--- src/rtl/rs232tx_arbiter.sv ---
// Four-lane byte arbiter for a single serial TX; round-robin with burst lock. Accept->tx_we = 1 cycle.
// Backpressure: req_ready is withheld while tx_busy=1, while loading and while waiting on the transmitter.
module rs232tx_arbiter #(
    parameter int MAX_BURST    = 16,
    parameter int LOCK_TIMEOUT = 1024
) (
    input  logic        clock,
    input  logic        reset,
    input  logic [3:0]  req_valid,
    input  logic [31:0] req_data,
    input  logic [3:0]  req_last,
    output logic [3:0]  req_ready,
    output logic [7:0]  tx_data,
    output logic        tx_we,
    input  logic        tx_busy,
    output logic [1:0]  owner,
    output logic        locked
);
    typedef enum logic [1:0] {IDLE, LOAD, WAIT} state_t;

    state_t      state_q, state_d;
    logic [1:0]  owner_q, owner_d;
    logic [1:0]  ptr_q, ptr_d;
    logic        locked_q, locked_d;
    logic [7:0]  burst_q, burst_d;
    logic [7:0]  tx_data_q, tx_data_d;
    logic [15:0] idle_q, idle_d;

    logic [1:0]  win;
    logic        win_vld;
    logic [1:0]  lane;
    logic [8:0]  burst_inc;
    logic [15:0] idle_inc;

    // A held lock restricts candidates to the owner; otherwise scan upward from the pointer.
    always_comb begin
        win     = '0;
        win_vld = 1'b0;
        lane    = '0;
        if (locked_q) begin
            win     = owner_q;
            win_vld = req_valid[owner_q];
        end else begin
            for (int k = 3; k >= 0; k--) begin
                lane = ptr_q + 2'(k);
                if (req_valid[lane]) begin
                    win     = lane;
                    win_vld = 1'b1;
                end
            end
        end
    end

    always_comb begin
        state_d   = state_q;
        owner_d   = owner_q;
        ptr_d     = ptr_q;
        locked_d  = locked_q;
        burst_d   = burst_q;
        tx_data_d = tx_data_q;
        idle_d    = idle_q;
        req_ready = '0;
        tx_we     = 1'b0;
        burst_inc = {1'b0, burst_q} + 9'd1;
        idle_inc  = idle_q + 16'd1;
        case (state_q)
            IDLE: begin
                if (!tx_busy && win_vld) begin
                    req_ready[win] = 1'b1;
                    tx_data_d      = req_data[{win, 3'b000} +: 8];
                    owner_d        = win;
                    idle_d         = '0;
                    state_d        = LOAD;
                    if (!req_last[win] && (burst_inc < 9'(MAX_BURST))) begin
                        locked_d = 1'b1;
                        burst_d  = burst_inc[7:0];
                    end else begin
                        locked_d = 1'b0;
                        burst_d  = '0;
                        ptr_d    = win + 2'd1;
                    end
                end else if (locked_q && !req_valid[owner_q]) begin
                    // Owner went quiet mid-burst: release the lock once the idle budget is spent.
                    if (idle_inc == 16'(LOCK_TIMEOUT)) begin
                        locked_d = 1'b0;
                        burst_d  = '0;
                        idle_d   = '0;
                        ptr_d    = owner_q + 2'd1;
                    end else begin
                        idle_d = idle_inc;
                    end
                end
            end
            LOAD: begin
                tx_we   = 1'b1;
                state_d = WAIT;
            end
            WAIT: begin
                if (!tx_busy) begin
                    state_d = IDLE;
                end
            end
            default: state_d = IDLE;
        endcase
        // Reset wins in its own cycle: no strobe leaves while it is asserted.
        if (reset) begin
            req_ready = '0;
            tx_we     = 1'b0;
        end
    end

    always_ff @(posedge clock) begin
        if (reset) begin
            state_q   <= IDLE;
            owner_q   <= '0;
            ptr_q     <= '0;
            locked_q  <= 1'b0;
            burst_q   <= '0;
            tx_data_q <= '0;
            idle_q    <= '0;
        end else begin
            state_q   <= state_d;
            owner_q   <= owner_d;
            ptr_q     <= ptr_d;
            locked_q  <= locked_d;
            burst_q   <= burst_d;
            tx_data_q <= tx_data_d;
            idle_q    <= idle_d;
        end
    end

    assign tx_data = tx_data_q;
    assign owner   = owner_q;
    assign locked  = locked_q;

endmodule

--- config.mk ---
export PLATFORM = sky130hd
export DESIGN_NAME = rs232tx_arbiter
export DESIGN_NICKNAME = d
export VERILOG_FILES = /design/src/rtl/rs232tx_arbiter.sv
export SDC_FILE = /design/constraint.sdc
export NUM_CORES = 1
export LEC_CHECK = 0
export BUFFER_PORTS_ARGS = -buffer_cell sky130_fd_sc_hd__buf_4
export CELL_PAD_IN_SITES_DETAIL_PLACEMENT = 1
export CELL_PAD_IN_SITES_GLOBAL_PLACEMENT = 1
export CORE_MARGIN = 4
export CORE_UTILIZATION = 38
export CTS_CLUSTER_DIAMETER = 80
export DETAILED_ROUTE_END_ITERATION = 10
export HOLD_SLACK_MARGIN = 0.05
export PLACE_DENSITY = 0.91
export RECOVER_POWER = 25
export REMOVE_ABC_BUFFERS = 1
export SYNTH_ARGS = -nofsm -noshare
export SYNTH_HDL_FRONTEND = slang
export SYNTH_SLANG_ARGS = --single-unit
--- constraint.sdc ---
create_clock -name clock -period 2.75 [get_ports clock]
set_clock_uncertainty 0.05 [all_clocks]
set_input_delay 0.275 -clock clock [delete_from_list [all_inputs] [get_ports clock]]
set_output_delay 0.275 -clock clock [all_outputs]
set_load 0.02 [all_outputs]
Word-level counts from Yosys, hierarchy flattened
Cells that the tools add are included.
Word-level totals
  output and inout port bits: 16
  register bits after elaboration: 39
  input bits: 43
  logic and storage cells: 91
Cells by class
  eq/ne operators: 6
  add/sub/neg operators: 7
  shifts and indexed selects: 1
  magnitude comparators: 8
  mux-type cells: 47
  reductions and logical operators: 15
Operators by type and width (count)
  16-bit two-way mux: 3
  8-bit two-way mux: 4
  32-bit by 6-bit indexed part select with 8-bit output: 1
  2-bit two-way mux: 11
  2-bit by 3-bit < comparator with 1-bit output (second input constant): 6
  1-bit two-way mux: 18
  16-bit by 1-bit adder with 16-bit output (second input constant): 1
  16-bit by 11-bit equality test with 1-bit output (second input constant): 1
  1-bit binary-select mux with 2-bit select: 6
  4-bit two-way mux: 3
  8-bit by 1-bit adder with 9-bit output (second input constant): 1
  9-bit by 5-bit < comparator with 1-bit output (second input constant): 1
  2-bit by 1-bit adder with 2-bit output (second input constant): 3
  2-bit != test (second input constant): 3
  2-bit one-hot mux with 3 select lines: 1
  2-bit AND reduction: 3
  2-bit adder (second input constant): 2
  1-bit logical AND: 4
  4-bit AND reduction: 1
  2-bit nonzero test: 2
  1-bit zero test: 3
  3-bit AND reduction: 1
  1-bit demux with 2-bit select: 1
  2-bit by 1-bit equality test with 1-bit output (second input constant): 1
  other kinds (3): 3

Logic depth before layout (Yosys ltp)
Gate-level depths: netlist of the first run.
  depth after elaboration: 15
  mapped depth: 9
  mapped depth without buffers: 8

Worst setup path after synthesis of the first run
Ideal clock, no wire load.
  kind: reg-to-reg
  start point: reg owner_q[0], in the netlist owner[0]
  end point: reg idle_q[10]
  setup slack: 414 ps
  arrival: 2169 ps
  clock period less this slack: 2336 ps
  cell stages (with the launch flop): 9
  data required time: 2583 ps
  path through: dfxtp_1 -> mux4_2 -> nor2_2 -> o2111a_1 -> a21boi_2 -> a31oi_4 -> nand2_2 -> buf_2 -> nor2_1
On the way
  cells in the longest elaborated chain, start to end: 6
  elaborated cells on any way between the ends: 9
  those cells by class: 4 x mux; 5 x reduce/logical
RTL lines
  start: declaration: RTL line 22  | logic [1:0] owner_q, owner_d;
  start signal: assignment: RTL line 123  | owner_q <= owner_d;
  1-bit binary-select mux with 2-bit select (*): RTL line 42, 82
  1-bit two-way mux (not written as such) (*): RTL line 42, 82
  1-bit two-way mux / 1-bit zero test (equally long branches): RTL line 40, 82
  1-bit logical AND (on tied branches): RTL line 68, 82
  2-bit nonzero test (no line)
  2-bit AND reduction (no line)
  end signal: assignment: RTL line 128  | idle_q <= idle_d;
  end: declaration: RTL line 27  | logic [15:0] idle_q, idle_d;
Mark *: on every way between the ends. The rest lies on a longest branch, timed or not. The select of a mux whose other input is x is not followed.
A chain may end at the register's enable or synchronous reset.

Worst setup path in the final report of the first run
  start point: reg owner_q[0], in the netlist owner[0]
  end point: reg idle_q[11]
Same word-level chain as after synthesis.

==> results_dict.tcl, run 1 <==
set metrics [dict create \
    setup_viol 0 \
    maxSlewViolCount 0 \
    power_frac_comb_pct 25.9 \
    ys_types 51 \
    antenna_left 0 \
    hold_class "in -> reg" \
    crit_end "idle_q[11]" \
    cpMostUsedCell "nor2_1" \
    synth_edf_count 0 \
    cp-start-kind "flip-flop" \
    num_io_pins 59 \
    endpoint_kind "flip-flop" \
    synth_area_leaders "dfxtp_1, mux2i_1, nand2_1" \
    syn_area_per_cell_um2 7.97 \
    clk_pin_slew_ns 0.08 \
    syn_area_mm2 0.00231 \
    timing.rr.end "idle_q[11]" \
    critPathKind "reg -> reg" \
    ir_worst_vdd_uv 280 \
    netlist.area_leader.share_pct 33.8 \
    dpl.hpwl_um 5260 \
    cp_slowest_stage_delay_ns 0.57 \
    std_cell_rows 28 \
    final_core_util_pct 49.6 \
    status "finished clean" \
    layout-area-overhead-vs-synth_pct 26.9 \
    fin_crit_sh_pct 93.7 \
    worst_slack_ns 0.173 \
    p_sw_mw 0.458 \
    wl_per_cell_um 16.4 \
    start_util_pct 39.1 \
    num_vias 2333 \
    core_mm2 0.00592 \
    fp.dieH_um 86.0 \
    powerDensity_mw_per_mm2 506 \
    fmax_ghz 0.388 \
    drc 0 \
    sw_frac_of_total_pct 30.9 \
    finalSetupTns_ns 0 \
    fin_crit_ns 2.58 \
    mostFrequentLayoutCells "buf_4, nand2_1, dfxtp_1" \
    grt_max_degree 22 \
    rr_worst_depth 7 \
    clock_latency_ns 0.29 \
    cts_hold_buf 0 \
    crit_path_top_delay_cell "mux4_2" \
    layout_commonest_cell "buf_4" \
    worst_pin_slew_ns 0.671 \
    cts_setup_buffers 0 \
    hp-start "tx_busy" \
    pre_cts_slack_ns 0.151 \
    clock_sinks 39 \
    die_w_um 86.0 \
    p_leak_nw 1.20 \
    drive_gt1_share_pct 20.5 \
    seq_area_frac_synth_pct 33.8 \
    dr.pass1.iters 4 \
    cp-startpoint "owner[0]" \
    async_flop_share_pct 0 \
    drt_iter0_markers 109 \
    viasPerCell 5.48 \
    internal_power_mw 1.03 \
    grt_pass1_vias 2437 \
    cp_data_required_time_ns 2.87 \
    numCtsBuffers 5 \
    clkPwrFrac_pct 32.3 \
    routed_wl_um 7000 \
    maxCapViolCount 0 \
    dieArea_mm2 0.00740 \
    synth_top_flop_cell "dfxtp_1" \
    place.port_buffers 58 \
    crit_fanout 6 \
    dp.cells 418 \
    max-slew-margin-rel_pct 55.1 \
    diodes 0 \
    synth-seq-cells 39 \
    clock_tree.root_cell "clkbuf_8" \
    grt.total_usage_pct 19.3 \
    path_cells "mux4_2 > nor2_2 > o21ai_0 > nor2_1 > nand4_1 > xor2_1 > nor2_1" \
    pwr-share-seq_pct 41.8 \
    finalPower_mw 1.49 \
    reg2reg_slack_ns 0.17 \
    synthCells 290 \
    fin_nets 395 \
    h-tree-depth 2 \
    synth_warnings 0 \
    cp.arrival_ns 2.70 \
    antenna_found_initial 0 \
    routabilityCongestion 0.803 \
    cts_tree "yes" \
    instances_no_fill 426 \
    yosys.area.top_type "dfxtp_1" \
    grt_remaining_overflow 0 \
    hold_viol 0 \
    r2r_start "owner[0]" \
    rsz0062_at_grt "no" \
    grt_pass1_wl_um 11700 \
    cts_max_path_buffers 2 \
]
worst min-delay path by stage:
stage / cells past startpoint / to / slack [ns]
after floorplan: 1 / idle_q[14] / 0.29
after global placement: 2 / burst_q[6] / 0.37
after detailed placement: 2 / burst_q[7] / 0.38
after CTS: 3 / state_q[1] / 0.22
after global routing: 3 / state_q[1] / 0.25
final: 3 / state_q[1] / 0.24
layout make-up:
class | count | area, µm²
Timing Repair Buffer | 66 | 450
Sequential cell | 39 | 781
Inverter | 9 | 33.8
Tap cell | 75 | 93.8
Multi-Input combinational cell | 229 | 1460
Clock buffer | 5 | 68.8
Fill cell | 738 | 2990
Clock inverter | 3 | 43.8
stage by stage:
step / hold WS, ns / cell area [µm²]
4_1_cts: 0.220 / 2970
5_1_grt: 0.250 / 2930
2_1_floorplan: 0.294 / 2250
3_5_place_dp: 0.385 / 2850
3_3_place_gp: 0.367 / 2850
6_report: 0.239 / 2930
Yosys cell counts, drive strengths merged, types with 4 or more instances:
cell type / n
xor2: 8
nand3: 22
inv: 9
o21ai: 13
and3: 4
dfxtp: 39
a21oi: 17
nor2b: 5
nand2: 44
buf: 7
nand4: 6
nand2b: 6
clkbuf: 6
nor2: 36
mux2i: 19
xnor2: 9
state kept, by name, indices dropped and copies added (netlist names):
signal,flops
idle_q,16
burst_q,8
tx_data,8
owner,2
ptr_q,2
state_q,2
locked,1
power groups by stage:
stage / clock network, mW / logic [mW] / registers, mW
after floorplan: 0 / 0.212 / 0.649
final: 0.480 / 0.384 / 0.621
after global routing: 0.510 / 0.425 / 0.625
after global placement: 0 / 0.386 / 0.631
after detailed placement: 0 / 0.396 / 0.634
after CTS: 0.490 / 0.399 / 0.621
cells by family (layout without fill, tap and decap cells):
group                      count (synthesis)  in the layout  share of synthesized area [%]
and+or+nand+nor                          135            135                           28.9
AOI/OAI and AO/OA                         55             55                           16.5
DFF                                       39             39                           33.8
buffers and inverters                     22             83                           4.11
muxes                                     20             20                           9.20
xor gates and xnor gates                  17             17                           6.44
adders and majority gates                  2              2                           1.08
worst max-delay path, delay by kind of cell (launching register included):
| kind | cells | cell delay (ns) |
|---|---|---|
| xor gates and xnor gates | 1 | 0.18 |
| muxes | 1 | 0.57 |
| DFF | 1 | 0.48 |
| AOI/OAI and AO/OA | 1 | 0.25 |
| and+or+nand+nor | 4 | 0.94 |
what timing repair did:
action / in CTS / in global routing
resized for setup: 1 / 2
hold endpoints to repair: 0 / 0
setup endpoints to repair: 2 / 14
per-layer routing:
layer | wire [µm] | global-route usage (%) | vias to the layer above
li1 | - | - | 1145
met1 | 3010 | 23.4 | 1144
met2 | 3780 | 35.7 | 33
met3 | 118 | 2.98 | 11
met4 | 93 | 3.60 | 0
met5 | 0 | 0 | -
(Power assumes the default switching activity.)
==> run 2, diff against run 1 <==
Settings changed: ABC_AREA set to 1, PLACE_DENSITY 0.91 to 0.93.
==> run 2 against run 1 <==
  * Sequential power up 16%
  * Area after synthesis up 14%
  * Fmax down 2.9%
==> results_dict.tcl, run 2 <==
set metrics [dict create \
    status "finished clean" \
    layout_commonest_cell "nand2_1" \
    fp.dieH_um 91.2 \
    viasPerCell 5.37 \
    routed_wl_um 8690 \
    drc 0 \
    dieArea_mm2 0.00832 \
    grt.total_usage_pct 21.2 \
    grt_max_degree 20 \
    syn_area_per_cell_um2 6.40 \
    cts_tree "yes" \
    worst_slack_ns 0.0949 \
    placed_area_mm2 0.00313 \
    wl_per_cell_um 15.7 \
    mostFrequentLayoutCells "nand2_1, nand3_1, buf_4" \
    start_util_pct 38.9 \
    drive_gt1_share_pct 22.9 \
    stdcell_area_mm2 0.00327 \
    setup_viol 0 \
    ir_worst_vdd_uv 228 \
    fin_crit_sh_pct 96.5 \
    max_flop_register "idle_q" \
    cp_data_required_time_ns 2.42 \
    dr.pass1.iters 4 \
    synth-seq-cells 39 \
    max-slew-margin-rel_pct 62.7 \
    maxSlewViolCount 0 \
    cp.arrival_ns 2.33 \
    p_leak_nw 1.53 \
    numCtsBuffers 5 \
    fin_nets 517 \
    antenna_found_initial 0 \
    pre_cts_slack_ns 0.215 \
    powerDensity_mw_per_mm2 657 \
    endpoint_kind "output port" \
    finalPower_mw 2.15 \
    fin_crit_ns 2.66 \
    ys_types 35 \
    clock_latency_ns 0.30 \
    grt_pass1_wl_um 14800 \
    layout-area-overhead-vs-synth_pct 24.4 \
    hold_class "in -> reg" \
    worst_pin_slew_ns 0.558 \
    num_vias 2963 \
    critPathKind "reg -> out" \
    grt_pass1_vias 3226 \
    syn_area_mm2 0.00263 \
    place.port_buffers 58 \
    synthCells 411 \
    core_mm2 0.00676 \
    h-tree-depth 2 \
    largest_reg_flops 16 \
    synth_most_common_cell "nand2_1" \
    maxCapViolCount 0 \
    synth_area_leaders "dfxtp_1, nand2_1, nand3_1" \
    std_cell_rows 30 \
    synth_top_flop_cell "dfxtp_1" \
    clock_sinks 39 \
    cp-start-kind "flip-flop" \
    async_flop_share_pct 0 \
    dpl.hpwl_um 6370 \
    netlist.area_leader.share_pct 29.7 \
    yosys.area.top_type "dfxtp_1" \
    synth_warnings 0 \
    num_io_pins 59 \
    die_w_um 91.2 \
    crit_fanout 8 \
    synth_commonest_cells "nand2_1, nand3_1, nor2_1, inv_1, dfxtp_1" \
    seq_area_frac_synth_pct 29.7 \
    cts_hold_buf 0 \
    hold_viol 0 \
    drt_iter0_markers 94 \
    cts_max_path_buffers 2 \
    clock_tree.root_cell "clkbuf_8" \
    diodes 0 \
    fmax_ghz 0.377 \
    antenna_left 0 \
    clk_pin_slew_ns 0.08 \
    grt_remaining_overflow 0 \
    routabilityCongestion 0.866 \
    synth_edf_count 0 \
]
## run 2: cell types whose count changed in the layout (fill, tap and decap cells not counted), sizes merged, moves of 13 or more
cell,previous run,this run
nand2,44,123
nor2,36,49
nand3,22,64
mux2i,19,0
inv,9,51
## run 2: cell families after synthesis
group / synth area share (%)
AO/OA/AOI/OAI: 11.2
XOR/XNOR: 3.00
adder cells (fa/ha/maj): 0.951
buffers and inverters: 11.0
flip-flops: 29.7
AND/OR/NAND/NOR: 44.2
## run 2: layer usage
layer | routed length, µm | vias up | GRT usage [%] | share of wire (%)
met5 | 0 | - | 0 | 0
met4 | 178 | 0 | 7.91 | 2.0
met3 | 435 | 18 | 5.88 | 5.0
met2 | 4410 | 74 | 37.5 | 51
met1 | 3660 | 1423 | 24.2 | 42
li1 | - | 1448 | - | -
## run 2: path summary, 6_finish.rpt
check                   from      endpoint  slack (ns)  cells past startpoint
hold reg to reg   burst_q[6]    burst_q[6]        0.41                      2
hold / removal         reset    burst_q[2]        0.20                      2
setup / recovery    ptr_q[0]  req_ready[0]        0.09                     15
setup reg to reg   idle_q[0]     idle_q[9]        0.25                     15
## run 2: timing repair
action	4_1_cts	5_1_grt
buffers inserted	1	2
gates resized for setup	2	16
endpoints found under the setup margin	4	22
pin swaps	0	4
## run 2: critical path, cell delays in order (launching register included)
cell and delay [ns]:
dfxtp_4 0.37, buf_4 0.17, o21ai_4 0.12, nand2_1 0.11
nand3_2 0.08, inv_1 0.04, nand2_1 0.06, nand2_2 0.08
nor2_4 0.16, inv_4 0.09, nor3_4 0.14, inv_2 0.08
nor2_4 0.11, inv_1 0.09, nor3_2 0.14, buf_4 0.18
## run 2: power by group
group / internal (mW) / switching, mW
logic: 0.323 / 0.628
registers: 0.644 / 0.0779
clock network: 0.265 / 0.211
total: 1.23 / 0.917
## run 2: cell type report
cell class,count,area [µm²]
flip-flops and latches,39,786
well taps,80,100
fillers,925,3480
repair buffers,67,474
inverters,51,196
multi-input cells,308,1610
clock inverters,2,37.5
clock buffers,5,68.8
## run 2: through the flow
| step | util, % | hold slack, ns | cells | setup TNS, ns |
|---|---|---|---|---|
| finish | 48.4 | 0.202 | 552 | 0 |
| CTS | 48.1 | 0.197 | 550 | 0 |
| floorplan | - | 0.294 | 398 | 0 |
| global route | 48.4 | 0.203 | 552 | -0.131 |
| detailed placement | 46.3 | 0.400 | 542 | 0 |
| global placement | 46.3 | 0.385 | 542 | 0 |
==> run 3, diff against run 2 <==
Settings changed: BUFFER_PORTS_ARGS -buffer_cell sky130_fd_sc_hd__buf_4 to -buffer_cell sky130_fd_sc_hd__buf_2, CORE_MARGIN 4 to 2.
==> run 3 against run 2 <==
  * Largest cell class unchanged
  * Combinational power is 7% higher
  * Cell area shrank 0.61%
  * Sequential power is 2% higher
  * Global-route usage rose by 2.5 points
  * The run now ends with setup timing left
  * Utilization decreased by 0.30 points
  * Critical endpoint unchanged
==> results_dict.tcl, run 3 (same netlist as run 2, synthesis figures left out) <==
set metrics [dict create \
    status "finished with violations" \
    violations "setup timing" \
    endpoint_kind "output port" \
    ir_worst_vdd_uv 269 \
    rr_worst_depth 13 \
    finalPower_mw 2.17 \
    cp.arrival_ns 2.56 \
    viasPerCell 5.53 \
    num_io_pins 59 \
    grt_pass1_vias 3129 \
    place.port_buffers 58 \
    cp-start-kind "flip-flop" \
    antenna_found_initial 0 \
    critPathKind "reg -> out" \
    clk_pin_slew_ns 0.08 \
    fin_crit_ns 2.89 \
    layout-area-overhead-vs-synth_pct 23.6 \
    fin_nets 529 \
    worst_slack_ns -0.137 \
    hold_class "in -> reg" \
    drive_gt1_share_pct 26.4 \
    wl_per_cell_um 17.9 \
    clock_sinks 39 \
    std_cell_rows 30 \
    grt.total_usage_pct 23.7 \
    hp-start "tx_busy" \
    dpl.hpwl_um 6260 \
    cts_tree "yes" \
    grt_max_degree 20 \
    grt_pass1_wl_um 14200 \
    powerDensity_mw_per_mm2 667 \
    layout_commonest_cell "nand2_1" \
    dp.cells 542 \
    antenna_left 0 \
    clock_latency_ns 0.31 \
    grt_remaining_overflow 0 \
    p_leak_nw 1.54 \
    max-slew-margin-rel_pct 64.2 \
    fillers 947 \
    instances_no_fill 565 \
    min_to "state_q[1]" \
    reg2reg_slack_ns 0.03 \
    cts_max_path_buffers 2 \
    setup_viol 4 \
    maxCapViolCount 0 \
    diodes 0 \
    fmax_ghz 0.346 \
    die_w_um 87.2 \
    mostFrequentLayoutCells "nand2_1, nand3_1, buf_2" \
    h-tree-depth 2 \
    fp.dieH_um 87.2 \
    num_vias 3126 \
    numCtsBuffers 5 \
    path_buf_inv 5 \
    worst_pin_slew_ns 0.537 \
    finalSetupTns_ns -0.434 \
    crit_fanout 6 \
    maxSlewViolCount 0 \
    cp_data_required_time_ns 2.42 \
    clock_tree.root_cell "clkbuf_8" \
    critPathTopFamily "simple AND/OR/NAND/NOR gates" \
    core_mm2 0.00676 \
    dieArea_mm2 0.00761 \
    cp_slowest_stage_delay_ns 0.45 \
    min_path_cells 3 \
    dr.pass1.iters 4 \
    largest_reg_flops 16 \
    fin_crit_sh_pct 105 \
    start_util_pct 38.9 \
    crit_path_top_delay_cell "dfxtp_1" \
    max_flop_register "idle_q" \
    hold_viol 0 \
    r2r_start "idle_q[0]" \
    path_cells "inv_1 > a21oi_1 > o21ai_0 > nand2_1 > nor2_1 > nor2_4 > clkinv_4 > nor3_4 > inv_2 > nor2_4 > inv_2 > nor3_1 > buf_2" \
    routed_wl_um 10100 \
    cp.depth 13 \
    drc 0 \
    timing.rr.end "idle_q[9]" \
    routabilityCongestion 0.875 \
    drt_iter0_markers 182 \
]
==> run 3: changes by cell type in the layout (fill, tap and decap cells not counted), moves of 2 or more <==
cell     change
inv_2        +2
buf_4       -35
inv_1        -2
nand2_2      +4
nand3_2      +2
buf_2       +45
nand2_1      -4
nand3_1      -2
==> run 3: worst reg2reg max path, cell delays in order, from the launching register on <==
cell      delay, ns
dfxtp_1        0.40
ha_1           0.22
nand2_1        0.15
nor2_2         0.25
xor2_1         0.15
nor3_1         0.23
nand3_1        0.12
nor2_1         0.18
nand3_2        0.15
nand2_1        0.14
nand2_2        0.10
nand2_2        0.24
buf_12         0.19
a211oi_1       0.05
==> run 3: metrics by stage <==
step	area [µm²]	hold slack [ns]	utilization [%]	setup slack, ns
2_1_floorplan	2540	0.294	-	0.262
3_3_place_gp	2980	0.382	44.2	0.338
3_5_place_dp	2980	0.398	44.2	0.180
4_1_cts	3080	0.210	45.5	0.0123
5_1_grt	3250	0.234	48.1	-0.294
6_report	3250	0.206	48.1	-0.137
==> run 3: cell type report <==
class                           instances  area [µm²]  share of cell area, %
Clock buffer                            5        68.8                   2.12
Clock inverter                          3        20.0                  0.615
Inverter                               51         199                   6.12
Multi-Input combinational cell        308        1630                   50.0
Sequential cell                        39         786                   24.2
Tap cell                               80         100                   3.08
Timing Repair Buffer                   79         452                   13.9
==> run 3: what timing repair did <==
| action | 4_1_cts | 5_1_grt |
|---|---|---|
| resized for setup | 2 | 26 |
| buffers inserted | 0 | 15 |
| hold buffers | 0 | 0 |
| hold endpoints to repair | 0 | 0 |
| pin swaps | 0 | 8 |
| endpoints found under the setup margin | 4 | 15 |
==> run 3: worst max path at each step <==
stage / slack [ns] / endpoint / from
2_1_floorplan: 0.26 / req_ready[0] / ptr_q[0]
3_3_place_gp: 0.34 / req_ready[2] / ptr_q[0]
3_5_place_dp: 0.18 / locked / ptr_q[0]
4_1_cts: 0.01 / req_ready[2] / ptr_q[1]
5_1_grt: -0.29 / req_ready[0] / owner[0]
6_report: -0.14 / req_ready[0] / owner[0]
==> run 3: layer usage <==
layer	vias to the layer above	routed length [µm]	track usage, %
met4	0	474	10.6
met5	-	0	0
met1	1477	4090	26.4
li1	1480	-	-
met2	122	5050	42.5
met3	47	498	5.69
==> run 3: where the power goes <==
part	total (mW)	switching, mW	leakage [nW]	internal, mW
sequential	0.734	0.0897	0.320	0.644
clock	0.417	0.240	0.0402	0.177
combinational	1.02	0.677	1.18	0.342
total	2.17	1.01	1.54	1.16
